## src/rtl/uart_tx_arbiter.sv

```systemverilog
`default_nettype none
// ============================================================================
// uart_tx_arbiter : round-robin, packet-locked sharing of one uart_tx.  rev 1.0
// ============================================================================
module uart_tx_arbiter #(
  parameter int NUM_REQ    = 3,
  parameter int GAP_CYCLES = 0
) (
  input  logic                 clk,
  input  logic                 reset_n,
  input  logic [NUM_REQ-1:0]   req_valid,
  input  logic [NUM_REQ-1:0]   req_last,
  input  logic [NUM_REQ*8-1:0] req_data,
  output logic [NUM_REQ-1:0]   req_ack,
  output logic [NUM_REQ-1:0]   grant,
  output logic                 busy,
  output logic                 tx_wr,
  output logic [7:0]           tx_data,
  input  logic                 tx_ready
);

  localparam int                 PTR_W = $clog2(NUM_REQ);
  localparam logic [7:0]         C_GAP = 8'(GAP_CYCLES);
  localparam logic [NUM_REQ-1:0] C_ONE = {{(NUM_REQ-1){1'b0}}, 1'b1};

  typedef enum logic [2:0] {
    S_IDLE  = 3'd0,
    S_SEND  = 3'd1,
    S_GUARD = 3'd2,
    S_WAIT  = 3'd3,
    S_GAP   = 3'd4
  } state_t;

  state_t             r_state, w_state_nxt;
  logic [PTR_W-1:0]   r_last, w_last_nxt;
  logic [PTR_W-1:0]   r_gidx, w_gidx_nxt;
  logic               r_last_flag, w_last_flag_nxt;
  logic [7:0]         r_gap_cnt, w_gap_cnt_nxt;
  logic [NUM_REQ-1:0] w_grant_nxt, w_ack_nxt;
  logic               w_busy_nxt, w_tx_wr_nxt;
  logic [7:0]         w_tx_data_nxt;

  logic               w_hi_found, w_lo_found, w_found;
  logic [PTR_W-1:0]   w_hi_pick, w_lo_pick, w_pick;

  // Round-robin search: lowest requester above the pointer wins, otherwise
  // wrap around to the lowest requester at or below it.
  always_comb begin
    w_hi_found = 1'b0;
    w_lo_found = 1'b0;
    w_hi_pick  = '0;
    w_lo_pick  = '0;
    for (int j = NUM_REQ - 1; j >= 0; j--) begin
      if (req_valid[j]) begin
        if (PTR_W'(j) > r_last) begin
          w_hi_found = 1'b1;
          w_hi_pick  = PTR_W'(j);
        end else begin
          w_lo_found = 1'b1;
          w_lo_pick  = PTR_W'(j);
        end
      end
    end
    w_found = w_hi_found | w_lo_found;
    w_pick  = w_hi_found ? w_hi_pick : w_lo_pick;
  end

  always_comb begin
    w_state_nxt     = r_state;
    w_last_nxt      = r_last;
    w_gidx_nxt      = r_gidx;
    w_last_flag_nxt = r_last_flag;
    w_gap_cnt_nxt   = r_gap_cnt;
    w_grant_nxt     = grant;
    w_ack_nxt       = '0;
    w_tx_wr_nxt     = 1'b0;
    w_tx_data_nxt   = tx_data;

    case (r_state)
      S_IDLE: begin
        if (w_found) begin
          w_state_nxt = S_SEND;
          w_gidx_nxt  = w_pick;
          w_grant_nxt = C_ONE << w_pick;
        end
      end

      S_SEND: begin
        if (tx_ready && req_valid[r_gidx]) begin
          w_tx_wr_nxt     = 1'b1;
          w_tx_data_nxt   = req_data[{r_gidx, 3'b000} +: 8];
          w_ack_nxt       = grant;
          w_last_flag_nxt = req_last[r_gidx];
          w_state_nxt     = S_GUARD;
        end
      end

      // uart_tx only drops ready one cycle after the write; skip that cycle.
      S_GUARD: begin
        w_state_nxt = S_WAIT;
      end

      S_WAIT: begin
        if (tx_ready) begin
          if (!r_last_flag) begin
            w_state_nxt = S_SEND;
          end else begin
            w_last_nxt  = r_gidx;
            w_grant_nxt = '0;
            if (GAP_CYCLES > 0) begin
              w_state_nxt   = S_GAP;
              w_gap_cnt_nxt = C_GAP;
            end else begin
              w_state_nxt = S_IDLE;
            end
          end
        end
      end

      S_GAP: begin
        if (r_gap_cnt <= 8'd1) begin
          w_state_nxt   = S_IDLE;
          w_gap_cnt_nxt = 8'd0;
        end else begin
          w_gap_cnt_nxt = r_gap_cnt - 8'd1;
        end
      end

      default: begin
        w_state_nxt = S_IDLE;
        w_grant_nxt = '0;
      end
    endcase

    w_busy_nxt = (w_state_nxt != S_IDLE);
  end

  always_ff @(posedge clk or negedge reset_n) begin
    if (!reset_n) begin
      r_state     <= S_IDLE;
      r_last      <= PTR_W'(NUM_REQ - 1);
      r_gidx      <= '0;
      r_last_flag <= 1'b0;
      r_gap_cnt   <= 8'd0;
      grant       <= '0;
      req_ack     <= '0;
      busy        <= 1'b0;
      tx_wr       <= 1'b0;
      tx_data     <= 8'd0;
    end else begin
      r_state     <= w_state_nxt;
      r_last      <= w_last_nxt;
      r_gidx      <= w_gidx_nxt;
      r_last_flag <= w_last_flag_nxt;
      r_gap_cnt   <= w_gap_cnt_nxt;
      grant       <= w_grant_nxt;
      req_ack     <= w_ack_nxt;
      busy        <= w_busy_nxt;
      tx_wr       <= w_tx_wr_nxt;
      tx_data     <= w_tx_data_nxt;
    end
  end

endmodule
`default_nettype wire

```

## config.mk

```make
export PLATFORM = sky130hd
export DESIGN_NAME = uart_tx_arbiter
export DESIGN_NICKNAME = d
export VERILOG_FILES = /design/src/rtl/uart_tx_arbiter.sv
export SDC_FILE = /design/constraint.sdc
export NUM_CORES = 1
export LEC_CHECK = 0
export BUFFER_PORTS_ARGS = -buffer_cell sky130_fd_sc_hd__buf_2
export CORE_ASPECT_RATIO = 1.75
export CORE_MARGIN = 5
export CORE_UTILIZATION = 51
export CTS_CLUSTER_DIAMETER = 40
export CTS_CLUSTER_SIZE = 40
export DETAILED_ROUTE_END_ITERATION = 8
export PLACE_DENSITY = 0.77
export SLEW_MARGIN = 20
export SYNTH_ARGS = -nofsm -noshare
export SYNTH_HDL_FRONTEND = slang
export SYNTH_SLANG_ARGS = --single-unit
```

## constraint.sdc

```tcl
create_clock -name clk -period 2.89 [get_ports clk]
set_clock_uncertainty 0.15 [all_clocks]
set_input_delay 0.578 -clock clk [delete_from_list [all_inputs] [get_ports clk]]
set_output_delay 0.578 -clock clk [all_outputs]
set_load 0.02 [all_outputs]
```

# Word-level counts from Yosys, hierarchy flattened
# Cells that the tools add are included.
# word_totals
out_inout_bits	16
wordCells	79
regBits	32
inputBits	33
# op_classes
bitwise_logic	2
shift	2
n_addsub	1
order_cmp	5
eq_ne	7
mux	44
reduce_logical	8
# op_table
operator	n
3-bit two-way mux	9
2-bit two-way mux	13
24-bit by 6-bit variable part select with 8-bit output	1
1-bit two-way mux	17
3-bit case mux with 5 select lines	1
3-bit case mux with 3 select lines	1
8-bit by 1-bit less-or-equal comparator with 1-bit output (second input constant)	1
8-bit two-way mux	1
8-bit by 1-bit subtractor with 8-bit output (second input constant)	1
3-bit by 2-bit == test with 1-bit output (second input constant)	2
2-bit != test (second input constant)	3
1-bit binary-select mux with 2-bit select	2
1-bit by 2-bit greater-than comparator with 1-bit output (first input constant)	2
2-bit AND reduction	2
4-bit AND reduction	1
3-bit by 1-bit == test with 1-bit output (second input constant)	1
3-bit == test (second input constant)	1
3-bit zero test	1
2-bit by 3-bit < comparator with 1-bit output (second input constant)	1
3-bit AND reduction	1
3-bit nonzero test	1
3-bit OR reduction	1
1-bit by 2-bit left shift with 3-bit output (first input constant)	1
2-bit greater-than comparator (first input constant)	1
other kinds (3)	3

# Depth between registers and ports, before layout
# logic_depth
ltp_word	11
ltp_mapped	8
depth_no_buf	8

# Least setup slack after synthesis
# Ideal clock, no wire load.
# synth_path
kind	input to register
from	input req_valid[2]
to	register r_last_flag
t_required_ns	2.615
path_buffers	2
setup_ns	0.125
cell_stages	6
t_arrival_ns	1.826
slack_ns	0.789
cell_sequence	mux2i_1 o21a_1 or4_4 buf_6 buf_6 mux2_4
# synth_via
elab_chain_len	4
# synth_rtl
item	line_no	text
from (decl)	11	input logic [NUM_REQ-1:0] req_valid,
1-bit binary-select mux with 2-bit select	89	if (tx_ready && req_valid[r_gidx]) begin
1-bit two-way mux (implied by the code)	89	
1-bit logical AND	89	
2-bit AND reduction (no source line)	-	
to (signal assigned)	154	r_last_flag <= w_last_flag_nxt;
to (decl)	37	logic r_last_flag, w_last_flag_nxt;
# Every way passes these cells. The select of a mux whose other input is x is not followed.
# A chain may end at the register's enable or synchronous reset.

# Worst setup path in the final report
# layout_path
from	register r_gidx[1]
to	register tx_data[4]
# layout_via
elab_chain_len	4
word_cells_on_any_way	5
cone_classes	shift: 1; mux: 2; reduce/logical: 2
# layout_rtl
item	line_no	text
from (decl)	36	logic [PTR_W-1:0] r_gidx, w_gidx_nxt;
from (signal assigned)	153	r_gidx <= w_gidx_nxt;
parallel branches: the longest is 4 deep, another holds 24-bit by 6-bit variable part select with 8-bit output	-	
to (signal assigned)	160	tx_data <= w_tx_data_nxt;
to (decl)	18	output logic [7:0] tx_data,
# Parallel ways; which one is timed is not known. The select of a mux whose other input is x is not followed.

==> key figures <==
Outcome
  – Status: finished, final reports clean

Logic synthesis
  – Yosys Warn Count: 0
  – Synthesized area per cell: 10.0 µm²
  – Sequential fraction of the synthesis area: 48.3%
  – Synth area leader: dfrtp_1
  – Post-synth EDFFs: 0
  – Top cells by count, synth: dfrtp_1 (31), nand2_1 (23), o21ai_0 (16)
  – Async set or reset register ratio after synthesis: 100%
  – Count leader, synth: dfrtp_1
  – Top FF cell, synth: dfrtp_1
  – Count of cell types in the netlist: 35
  – Syn_nets: 201
  – Synth top area cells: dfrtp_1 (47%), mux2i_1 (6.6%), mux2_2 (5.4%)
  – #FFs+latches synth: 32
  – Mapped cell area: 1660 µm²
  – Syn Inst Count: 166
  – Yosys top cell area share: 46.7%

CTS
  – TritonCTS clock tree: done
  – CTS clk-pin slew, worst paths: 70 ps
  – Post-cts resize count: 0
  – Later-pin clock latency in the skew report: 280 ps
  – # clock sinks: 32
  – Maximum buffer depth of the clock tree: 2
  – CTS hold repair buffers: 0
  – Htree depth: 2
  – CTS Root Cell: clkbuf_8
  – Total CTS buffers: 5
  – Post-CTS Setup Bufs: 0

Timing
  – Slew Limit Fails: 0
  – Fmax: 428 MHz
  – Final hold vios: 0
  – Worst-margin pin slew: 714 ps
  – Fin crit share: 80.9%
  – RSZ-0062 raised after global routing: false
  – Rel. slew slack: 52.4%
  – Final Setup Violations: 0
  – Minimum clock period: 2340 ps
  – Setup TNS: 0 ps

Detailed routing
  – Routed WL: 3.74 mm
  – Initial DRC count: 28
  – TritonRoute pass-1 iters: 4
  – Post-route ant nets: 0
  – Number of remaining DRC errors: 0
  – Routed WL per cell: 14.5 µm
  – Vias: 1,407
  – Vias per cell: 5.45

Final layout
  – Core Util, Final: 63.8%
  – Layout Nets: 249
  – Ant. Diodes: 0
  – Area delta synth->final: 20.6%
  – Layout cell share with drive strength beyond 1: 34.0%

Power and ir drop
  – Clk pwr share: 20.0%
  – Gate power share: 38.2%
  – Internal power: 1.09 mW
  – Seq pwr share: 41.8%
  – VDD IR max: 646 µV
  – Psw: 661 µW
  – Pwr/cell area: 876 nW/µm²
  – Switching share of power: 37.7%
  – Leak Pwr: 1.03 nW

Job
  – Max Cap Viol: 0

Die
  – Row cnt: 27
  – Core area: 3140 µm²
  – IO Pins: 49
  – Die area: 4540 µm²
  – Starting Density: 52.9%
  – Die Ht: 85.5 µm
  – Die width: 53.1 µm

Setup path
  – CP Max Fanout: 14
  – Worst Path Required: 2910 ps
  – Startpoint Class: register
  – Worst setup EP type: register
  – Crit path DAT: 2350 ps
  – WS Path Type: reg2reg
  – R2R cell count: 4

GRT
  – All-Layer GR Usage: 19.2%
  – Via count of the first global-routing pass: 1,486
  – Initial antenna violation count: 0
  – First-pass GRT wire length: 6.49 mm
  – Grt ovf: 0
  – Largest net degree at the start of global routing: 33

Placed design
  – HPWL Detailed: 2.85 mm
  – GPL Wtd Cong: 0.777
  – Port Buffers: 48

Worst hold path
  – Hold crit path type: in2async
==> registers in the layout (all words and copies together), names as in the netlist <==
| name | count |
|---|---|
| r_last | 2 |
| req_ack | 3 |
| grant | 3 |
| r_state | 3 |
| busy | 1 |
| r_last_flag | 1 |
| r_gidx | 2 |
| tx_data | 8 |
| r_gap_cnt | 8 |
| tx_wr | 1 |
==> layout make-up <==
class                           instances  area [µm²]
Clock buffer                            8        90.1
Fill cell                             294        1140
Inverter                               11        41.3
Multi-Input combinational cell        115         769
Sequential cell                        32         802
Tap cell                               43        53.8
Timing Repair Buffer                   49         248
==> power groups by stage <==
stage / clock network, mW / logic [mW] / registers [mW]
finish: 0.351 / 0.671 / 0.733
global route: 0.384 / 0.732 / 0.754
floorplan: 0 / 0.447 / 0.769
detailed placement: 0 / 0.677 / 0.737
CTS: 0.362 / 0.680 / 0.732
global placement: 0 / 0.653 / 0.729
==> per-layer routing <==
| layer | part of all wire [%] | routed length (µm) | up-vias | GRT usage [%] |
|---|---|---|---|---|
| met4 | 2.4 | 89 | 0 | 8.84 |
| met5 | 0 | 0 | - | 0 |
| met3 | 6.5 | 244 | 10 | 5.39 |
| met1 | 36 | 1350 | 673 | 19.3 |
| li1 | - | - | 671 | - |
| met2 | 55 | 2050 | 53 | 34.7 |
==> kinds of logic after synthesis <==
family	synth area share, %
simple gates	17.5
flops	48.3
compound gates	10.8
mux	16.6
buf+inv	5.42
fa+ha+maj	1.51
==> critical path, cell delays in order, from the launching register on <==
cell and delay (ps):
dfrtp_1 730, mux2i_1 150, o21a_1 220, or4_4 620
mux2_4 340
==> placed cells by master, fill, tap and decap left out, types with 4 or more instances in the layout <==
cell / n
nand3_1: 6
mux2_4: 5
nand2_1: 23
clkbuf_8: 6
mux2_2: 8
buf_2: 48
dfrtp_1: 31
nor3_1: 5
mux2i_1: 11
inv_1: 11
o21ai_0: 16
nor2_1: 7
nor2b_1: 4
==> per-stage QoR <==
step	std cells	hold WS [ps]	setup slack (ps)	area, µm²	power (mW)
4_1_cts	258	206	540	2000	1.77
5_1_grt	258	250	458	2000	1.87
3_3_place_gp	250	343	626	1910	1.38
3_5_place_dp	250	343	567	1910	1.41
2_1_floorplan	166	132	789	1660	1.22
6_report	258	192	552	2000	1.76
==> final timing paths <==
path                                 start          to  slack [ps]
worst min-delay path               reset_n    grant[2]         190
worst max-delay path             r_gidx[1]  tx_data[4]         550
worst min register to register  tx_data[2]  tx_data[2]         370
worst max register to register   r_gidx[1]  tx_data[4]         550
min in group clk                tx_data[2]  tx_data[2]         370
max in group asynchronous          reset_n        busy        1940
Power figures use the tool's default switching activity.
